### src/rtl/lfsr_period_meter.sv
// Period meter for a W-bit sample stream: captures a reference word on start, counts clocks
// until it recurs, and reports period, ones count on bit 0, and stuck/timeout flags.
module lfsr_period_meter #(
   parameter int unsigned W  = 8,
   parameter int unsigned CW = 16
) (
   input  logic          clk,
   input  logic          rs,
   input  logic          start,
   input  logic [W-1:0]  din,
   output logic          busy,
   output logic          done,
   output logic [CW-1:0] period,
   output logic [CW-1:0] ones,
   output logic          stuck,
   output logic          timeout
);

   localparam logic [CW-1:0] TC  = {CW{1'b1}};
   localparam logic [CW-1:0] ONE = CW'(1);

   typedef enum logic {
      S_IDLE  = 1'b0,
      S_COUNT = 1'b1
   } state_e;

   state_e        state_q;
   logic [W-1:0]  ref_q;
   logic [CW-1:0] k_q;
   logic [CW-1:0] acc_q;
   logic [CW-1:0] period_q;
   logic [CW-1:0] ones_q;
   logic          busy_q;
   logic          done_q;
   logic          stuck_q;
   logic          timeout_q;

   logic          match_c;
   logic [CW-1:0] acc_d;

   assign match_c = (din == ref_q);

   // Accumulator includes the current sample's bit 0 and saturates at the terminal count.
   assign acc_d = (acc_q == TC) ? TC : acc_q + CW'(din[0]);

   always_ff @(posedge clk) begin
      if (rs) begin
         state_q   <= S_IDLE;
         ref_q     <= '0;
         k_q       <= '0;
         acc_q     <= '0;
         period_q  <= '0;
         ones_q    <= '0;
         busy_q    <= 1'b0;
         done_q    <= 1'b0;
         stuck_q   <= 1'b0;
         timeout_q <= 1'b0;
      end else begin
         case (state_q)
            S_IDLE: begin
               if (start) begin
                  ref_q     <= din;
                  k_q       <= ONE;
                  acc_q     <= CW'(din[0]);
                  done_q    <= 1'b0;
                  stuck_q   <= 1'b0;
                  timeout_q <= 1'b0;
                  busy_q    <= 1'b1;
                  state_q   <= S_COUNT;
               end
            end
            S_COUNT: begin
               // Recurrence wins over the terminal-count check on the same edge.
               if (match_c) begin
                  period_q <= k_q;
                  ones_q   <= acc_q;
                  stuck_q  <= (k_q == ONE);
                  done_q   <= 1'b1;
                  busy_q   <= 1'b0;
                  state_q  <= S_IDLE;
               end else if (k_q == TC) begin
                  period_q  <= TC;
                  ones_q    <= acc_d;
                  timeout_q <= 1'b1;
                  done_q    <= 1'b1;
                  busy_q    <= 1'b0;
                  state_q   <= S_IDLE;
               end else begin
                  k_q   <= k_q + ONE;
                  acc_q <= acc_d;
               end
            end
         endcase
      end
   end

   assign busy    = busy_q;
   assign done    = done_q;
   assign period  = period_q;
   assign ones    = ones_q;
   assign stuck   = stuck_q;
   assign timeout = timeout_q;

endmodule

### config.mk
export PLATFORM = sky130hd
export DESIGN_NAME = lfsr_period_meter
export DESIGN_NICKNAME = d
export VERILOG_FILES = /design/src/rtl/lfsr_period_meter.sv
export SDC_FILE = /design/constraint.sdc
export NUM_CORES = 1
export LEC_CHECK = 0
export CAP_MARGIN = 0
export CORE_MARGIN = 5
export CORE_UTILIZATION = 55
export DETAILED_ROUTE_END_ITERATION = 10
export PLACE_DENSITY = 0.87
export SLEW_MARGIN = 10
export SYNTH_ARGS = -nofsm -noshare
export SYNTH_HDL_FRONTEND = slang
export SYNTH_SLANG_ARGS = --single-unit
### constraint.sdc
create_clock -name clk -period 3.1 [get_ports clk]
set_input_delay 0.62 -clock clk [delete_from_list [all_inputs] [get_ports clk]]
set_output_delay 0.62 -clock clk [all_outputs]
set_load 0.05 [all_outputs]
Yosys cells after proc, flatten, opt, wreduce, memory -nomap -nowiden
Index checks and enable logic that the tools add are counted.
W data, S select, Z words.
- register bits after elaboration: 77
- output and inout port bits: 36
- logic and storage cells: 59
- add/subtract/negate cells: 2
- eq/ne operators: 10
- muxes and demuxes: 29
- bitwise gates (word level): 1
- reductions and logical operators: 7
- operators by type and width (kind ; count):
    $mux W16 ; 11
    $pmux W16 S2 ; 2
    $eq A16 B16 Y1 const B ; 2
    $add A16 B1 Y16 ; 1
    $add A16 B1 Y16 const B ; 1
    $eq A16 B1 Y1 const B ; 1
    $mux W1 ; 11
    $pmux W1 S2 ; 5
    $eq A8 B8 Y1 ; 1
    $reduce_and A2 Y1 ; 4
    $ne A2 B2 Y1 const B ; 3
    $reduce_and A3 Y1 ; 2
    $ne A2 B1 Y1 const B ; 2
    $ne A3 B1 Y1 const B ; 1
    $reduce_bool A2 Y1 ; 1
    $not A1 Y1 ; 1

Logic depth before layout (Yosys ltp)
Gate-level depths: netlist of the first run.
- depth in word-level cells: 5
- depth in mapped cells: 9
- gate-level depth less buffers: 8

Worst setup path after synthesis of the first run
No wires, ideal clock.
- path kind: input -> register
- from: input din[2]
- to: register period_q[0] (netlist: period[0])
- setup time: 0.119 ns
- data arrival time: 1.943 ns
- required time: 2.981 ns
- setup slack: 1.039 ns
- stages: 6
- cells stage by stage: xnor2_1 > nand4_1 > nor2_1 > nand2_1 > clkbuf_1 > o221a_2
- longest elaborated chain between the ends: 3
- elaborated cells between the ends (all ways): 4
- classes of those cells: 1 x eq/ne; 1 x mux; 2 x reduce/logical
- ends and longest elaborated chain (element ; line ; RTL):
    from (decl) ; 10 ; input logic [W-1:0] din,
    $eq A8 B8 Y1 * ; 41 ; assign match_c = (din == ref_q);
    $reduce_bool A2 Y1 (no line) ; -- ;
    $reduce_and A2 Y1 (no line) ; -- ;
    to (signal assigned) ; 75 ; period_q <= k_q;
    to (decl) ; 31 ; logic [CW-1:0] period_q;
Every way passes the cells marked *; elsewhere a longest branch is shown, timed or not.
A chain may end at the register's enable or synchronous reset.

Worst setup path in the final report of the first run
- from: register k_q[0]
- to: register k_q[12]
- longest elaborated chain between the ends: 4
- elaborated cells between the ends (all ways): 7
- classes of those cells: 1 x add/sub; 2 x eq/ne; 3 x mux; 1 x reduce/logical
- ends and longest elaborated chain (element ; line ; RTL):
    from (decl) ; 29 ; logic [CW-1:0] k_q;
    from (signal assigned) ; 89 ; k_q <= k_q + ONE;
    $add A16 B1 Y16 ; 89 ;
    $mux W16 ; 81 ; end else if (k_q == TC) begin
    $mux W16 ; 74 ; if (match_c) begin
    $pmux W16 S2 ; 59 ; case (state_q)
Parallel ways exist; a longest one is shown, timed or not. The select of a mux whose other input is x is not followed.

==> results.yml, run 1 <==
outcome:
  status: "finished, final reports clean"
logic_synthesis:
  yosysSeqAreaShare: 0.404
  synth_top_area_cell: "dfxtp_1"
  synth_fa_ha_area_frac: 0.0131
  synth_cell_types: 59
  synth_flop_cell: "dfxtp_1"
  synth_simple_gate_area_share: 0.236
  synthTopCellsByCount: "dfxtp_1 (77), nand2_1 (75), a21oi_1 (52), o21ai_0 (29), nand3_1 (28)"
  yosys.area.top_type_share: 0.404
  synth_top_family_by_area: "compound AO/OA/AOI/OAI gates"
  synth_compound_area_frac: 0.272
  syn_area_mm2: 0.00382
  synthMuxAreaShare: 0.00262
  synth_area_per_cell_um2: 8.18
  syn_nets: 482
  synth_edf_count: 0
  yosysMostFrequentCell: "dfxtp_1"
  ys_ff_latch: 77
  synth_xor_area_frac: 0.0229
  synthTopCellsByArea: "dfxtp_1 (40%), nand2_1 (7.4%), a21oi_1 (6.8%)"
  ys_warn_count: 0
  async_flop_share: 0
  synthCells: 467
floorplan:
  die_w_um: 93.3
  rows: 30
  dieArea_mm2: 0.00871
  die_y_um: 93.3
  core_mm2: 0.00679
  start_util: 0.562
  io_pins: 47
timing:
  setup_viol: 0
  fin_skew_ns: 0.00931
  relSlewSlack: 0.353
  fmax_mhz: 379
  tightestPinTransition_ns: 0.964
  fin_ws_ns: 0.463
  hold_viol_final: 0
  fin_crit_sh: 0.851
  fin_crit_ns: 2.64
  grt_setup_unrepaired: "no"
  slew_violations: 0
  tns_ns: 0
final_layout:
  fill_cells: 586
  final_area_mm2: 0.00459
  diodes: 0
  drive_gt1_frac: 0.117
  nets: 523
  areaGrowthSynthToFinish_pct: 20.3
  final_cells: 609
  layout.area.seq_mm2: 0.00154
  multi_input_area_mm2: 0.00209
placed_design:
  place_hpwl_um: 7200
  gp_congestion: 0.970
  dpl_cell_area_mm2: 0.00437
  place_inst: 593
  portBuffers: 46
  dp_worst_setup_slack_ns: 0.247
worst_setup_path:
  r2r-end: "k_q[12]$_SDFFE_PP0P_"
  endpoint_kind: "flop"
  cp_max_fo: 12
  critPathRequiredTime_ns: 3.36
  critPathKind: "flop to flop"
  worst_path_max_delay_cell: "or3_4"
  crit_buf_inv: 1
  cp-start-kind: "flop"
  regToRegStartpoint: "k_q[0]$_SDFFE_PP0P_"
  crit_arrival_ns: 2.89
  cpLargestDelayFamily: "simple AND/OR/NAND/NOR gates"
  rrSetupSlack_ns: 0.46
  crit_chain: "ha_1, nand3_4, or3_4, nand2_1, buf_4, nand2b_1, a311oi_1"
  r2r_cells: 7
  critical-path-max-stage-delay_ns: 0.53
global_route:
  antenna_found_initial: 0
  grt_pass1_vias: 3552
  grt_pass1_wl_um: 17700
  grt_max_degree: 34
  grt-ovfl-total: 0
  grt_use_total: 0.252
detailed_routing:
  ant_nets: 0
  drtIter0Drc: 377
  dr.pass1.iters: 5
  viasPerCell: 6.38
  num_vias: 3884
  wl_um: 10500
  route.detailed.drc: 0
  wl_per_cell_um: 17.2
clock_network:
  hold_buffers: 0
  clkTransAtPathRegs_ns: 0.09
  cts_buffers: 9
  clock_sinks: 77
  cts_tree: "yes"
  cts_resized: 0
  cts_buffer_depth: 2
  root_buffer: "clkbuf_8"
  clock_latency_ns: 0.36
  cts_setup_buffers: 0
  cts-htree-levels: 3
power_and_ir_drop:
  p_leak_nw: 1.50
  powerDensity_mw_per_mm2: 447
  max-vdd-ir-drop_v: 0.000258
min_path:
  worstHoldStart: "ones[5]$_SDFFE_PP0P_"
  min_path_type: "flop to flop"
  whs_endpoint: "ones[5]$_SDFFE_PP0P_"
  hold_depth: 2
run:
  maxCapViolations: 0
power by group:
part           leakage (nW)  switching, mW  internal, mW
clock                 0.110          0.401         0.457
combinational         0.771          0.114        0.0654
sequential            0.622         0.0139          1.00
total                  1.50          0.529          1.52
routing by layer:
| layer | up-vias | track usage | share of wire |
|---|---|---|---|
| met1 | 1843 | 0.354 | 0.43 |
| met5 | - | 0 | 0 |
| met3 | 21 | 0.0338 | 0.087 |
| met2 | 193 | 0.393 | 0.46 |
| met4 | 0 | 0.0916 | 0.017 |
| li1 | 1827 | - | - |
sequential cells by signal, indices dropped and copies added, names as in the netlist:
register,cells
ones,16
stuck,1
done,1
timeout,1
ref_q,8
acc_q,16
k_q,16
busy,1
state_q,1
period,16
layout make-up:
class | count | area share
Multi-Input combinational cell | 347 | 0.455
Timing Repair Buffer | 63 | 0.127
Clock buffer | 9 | 0.0270
Inverter | 10 | 0.00817
Clock inverter | 7 | 0.0215
Sequential cell | 77 | 0.336
Tap cell | 96 | 0.0261
worst max path at each step:
stage | startpoint | end | cells after the start
after floorplan | din[2] | period[0]$_SDFFE_PP0P_ | 6
after global placement | din[0] | ones[10]$_SDFFE_PP0P_ | 9
after detailed placement | din[0] | ones[10]$_SDFFE_PP0P_ | 7
after CTS | k_q[0]$_SDFFE_PP0P_ | k_q[6]$_SDFFE_PP0P_ | 7
after global routing | k_q[0]$_SDFFE_PP0P_ | ones[13]$_SDFFE_PP0P_ | 6
final | k_q[0]$_SDFFE_PP0P_ | k_q[12]$_SDFFE_PP0P_ | 7
cells in the final DEF, fill, tap and decap left out, types with 2 or more instances in the layout:
cell and n:
o221ai_1 2, o221a_2 16, nor3_1 2, a21oi_1 52, nand4_1 11, nor4b_1 2, a311o_1 5, nand2b_1 7
ha_1 4, a211oi_1 3, clkbuf_8 9, nor2_1 23, o21ai_0 28, xnor2_1 10, a311oi_1 3, o211ai_1 5
nor4_1 8, and3_1 3, bufinv_16 2, or3_1 7, and4_1 5, dfxtp_1 77, inv_1 9, o31ai_1 2
o22ai_1 8, nand3_1 28, nand2_1 75, clkinv_4 2, buf_4 17, a31oi_1 5, a41oi_1 2, o311ai_1 4
or4_1 2, clkdlybuf4s50_1 45
kinds of logic (layout without fill, tap and decap cells):
group,count (synthesis),after routing
simple gates,181,181
fa+ha+maj,4,4
flops,77,77
buf+inv,43,89
xor+xnor,10,10
compound gates,151,151
mux,1,1
metrics by stage:
step / util / hold WS (ns) / power, mW
finish: 0.676 / 0.454 / 2.05
global route: 0.676 / 0.484 / 2.12
CTS: 0.676 / 0.456 / 2.05
detailed placement: 0.643 / 0.444 / 1.21
global placement: 0.643 / 0.440 / 1.21
floorplan: - / 0.449 / 1.15
worst min-delay path, delay by kind of cell (launching register included):
kind | cells | cell delay, ns
flip-flops | 1 | 0.32
AO/OA/AOI/OAI | 1 | 0.05
AND/OR/NAND/NOR | 1 | 0.05
No activity file was read; power rests on OpenSTA's default activity.
==> run 2: changes to the inputs <==
--- a/config.mk
+++ b/config.mk
@@ -8,6 +8,7 @@
 export CAP_MARGIN = 0
 export CORE_MARGIN = 5
 export CORE_UTILIZATION = 55
+export CTS_CLUSTER_DIAMETER = 150
 export DETAILED_ROUTE_END_ITERATION = 10
 export PLACE_DENSITY = 0.87
 export SLEW_MARGIN = 10
==> results of run 2 <==
Final layout, timing and power as in run 1 (identical DEF).
==> run 3: changes to the inputs <==
--- a/config.mk
+++ b/config.mk
@@ -6,11 +6,12 @@
 export NUM_CORES = 1
 export LEC_CHECK = 0
 export CAP_MARGIN = 0
-export CORE_MARGIN = 5
 export CORE_UTILIZATION = 55
 export CTS_CLUSTER_DIAMETER = 150
+export CTS_CLUSTER_SIZE = 40
 export DETAILED_ROUTE_END_ITERATION = 10
 export PLACE_DENSITY = 0.87
+export REMOVE_ABC_BUFFERS = 1
 export SLEW_MARGIN = 10
 export SYNTH_ARGS = -nofsm -noshare
 export SYNTH_HDL_FRONTEND = slang
==> run 3 against run 2 <==
Compared with the run above: the run now ends with design-rule violations left; non-clock buffer count is the same; critical endpoint is now acc_q[10]$_SDFFE_PP0P_; total power shrank 0.11%; design area is essentially flat; largest power group unchanged; register-to-register slack gained 0.16 ns; via count shrank 0.75%; sequential power is essentially flat; count of clock-buffer cells in the layout is the same; die area shrank 16%; flip-flop and latch count is the same.
==> results.yml, run 3 (same netlist as run 1, synthesis figures left out) <==
outcome:
  status: "finished with violations"
  violations: "design-rule violations"
global_route:
  grt_most_used_layer: "met2"
  antenna_found_initial: 0
  grt_pass1_vias: 3430
  grt_use_met3: 0.0428
  grt_use_total: 0.288
  use_met2: 0.455
  grt_max_degree: 32
  grt_pass1_wl_um: 16700
  grt-ovfl-total: 0
  grt_use_met1: 0.396
final_layout:
  diodes: 0
  fill_cells: 552
  areaGrowthSynthToFinish_pct: 20.4
  layout.area.seq_mm2: 0.00154
  final_cell_mix: "dfxtp_1 (77), nand2_1 (75), a21oi_1 (52), clkdlybuf4s50_1 (45)"
  drive_gt1_frac: 0.117
  final_cells: 593
  final_common_cell: "dfxtp_1"
  multi_input_area_mm2: 0.00209
  nets: 523
worst_setup_path:
  crit_arrival_ns: 2.77
  endpoint_kind: "flop"
  critPathKind: "flop to flop"
  critPathRequiredTime_ns: 3.40
  r2r-end: "acc_q[10]$_SDFFE_PP0P_"
  rrSetupSlack_ns: 0.62
  cp_max_fo: 12
  r2r_cells: 7
  cp-start-kind: "flop"
  regToRegStartpoint: "k_q[0]$_SDFFE_PP0P_"
clock_network:
  cts_setup_buffers: 0
  cts-htree-levels: 3
  clkTransAtPathRegs_ns: 0.08
  cts_tree: "yes"
  cts_buffers: 9
  root_buffer: "clkbuf_8"
  cts_resized: 0
  cts_buffer_depth: 2
  hold_buffers: 0
  clock_latency_ns: 0.36
  clock_sinks: 77
min_path:
  hold_depth: 2
  min_path_type: "flop to flop"
  whs_endpoint: "ones[3]$_SDFFE_PP0P_"
  worstHoldStart: "ones[3]$_SDFFE_PP0P_"
timing:
  fmax_mhz: 404
  fin_crit_ns: 2.48
  setup_viol: 0
  slew_violations: 0
  tns_ns: 0
  relSlewSlack: 0.618
  tightestPinTransition_ns: 0.568
  fin_skew_ns: 0.00865
  fin_crit_sh: 0.799
  grt_setup_unrepaired: "no"
  hold_viol_final: 0
power_and_ir_drop:
  intPower_mw: 1.52
  combPwrFrac: 0.087
  p_clk_frac: 0.417
  p_leak_nw: 1.51
  max-vdd-ir-drop_v: 0.000318
  powerDensity_mw_per_mm2: 446
  p_switching_mw: 0.527
  p_seq_frac: 0.495
  switching_share: 0.257
detailed_routing:
  dr.pass1.iters: 8
  num_vias: 3855
  viasPerCell: 6.50
  wl_um: 10000
  route.detailed.drc: 1
  drtIter0Drc: 594
  ant_nets: 0
  wl_per_cell_um: 16.9
placed_design:
  portBuffers: 46
  place_hpwl_um: 6770
  place_inst: 577
  gp_congestion: 0.985
floorplan:
  rows: 30
  dieArea_mm2: 0.00728
  die_y_um: 85.3
  die_w_um: 85.3
  core_mm2: 0.00676
  start_util: 0.565
  io_pins: 47
run:
  maxCapViolations: 0
## run 3: cell type report
cell class                      count  area share
Sequential cell                    77       0.335
Clock inverter                      7      0.0212
Timing Repair Buffer               63       0.132
Clock buffer                        9      0.0269
Inverter                           10     0.00816
Tap cell                           80      0.0218
Multi-Input combinational cell    347       0.454
## run 3: power by group through the flow
stage | Sequential [mW] | Clock (mW) | Combinational (mW)
after floorplan | 1.04 | 0 | 0.0884
after global placement | 1.04 | 0 | 0.171
after detailed placement | 1.04 | 0 | 0.174
after CTS | 1.01 | 0.858 | 0.176
after global routing | 1.02 | 0.888 | 0.195
final | 1.01 | 0.856 | 0.179
## run 3: critical path, cell delays in order (launching register included)
cell and delay, ns:
dfxtp_1 0.50, ha_1 0.33, nand3_4 0.14, or3_4 0.52
a21oi_2 0.50, buf_4 0.24, a21oi_1 0.04, o22ai_1 0.12
## run 3: metrics by stage
stage	utilization	hold WS, ns	area [um^2]	setup slack (ns)	power, mW
global route	0.681	0.476	4600	0.397	2.10
global placement	0.648	0.439	4380	0.352	1.21
detailed placement	0.648	0.445	4380	0.291	1.21
floorplan	-	0.443	3670	0.311	1.13
finish	0.681	0.453	4600	0.623	2.05
CTS	0.681	0.457	4600	0.660	2.05
## run 3: metal layers
metal  share of wire  wire length, um
met1            0.42             4250
met2            0.46             4630
met3           0.087              872
met4           0.026              257
met5               0                0
## run 3: how the worst max path moves through the flow
stage | from | endpoint | slack (ns) | cells past startpoint
2_1_floorplan | din[2] | ones[10]$_SDFFE_PP0P_ | 0.31 | 6
3_3_place_gp | din[0] | ones[10]$_SDFFE_PP0P_ | 0.35 | 9
3_5_place_dp | din[0] | ones[10]$_SDFFE_PP0P_ | 0.29 | 9
4_1_cts | din[0] | ones[10]$_SDFFE_PP0P_ | 0.66 | 9
5_1_grt | din[0] | ones[8]$_SDFFE_PP0P_ | 0.40 | 9
6_report | k_q[0]$_SDFFE_PP0P_ | acc_q[10]$_SDFFE_PP0P_ | 0.62 | 7
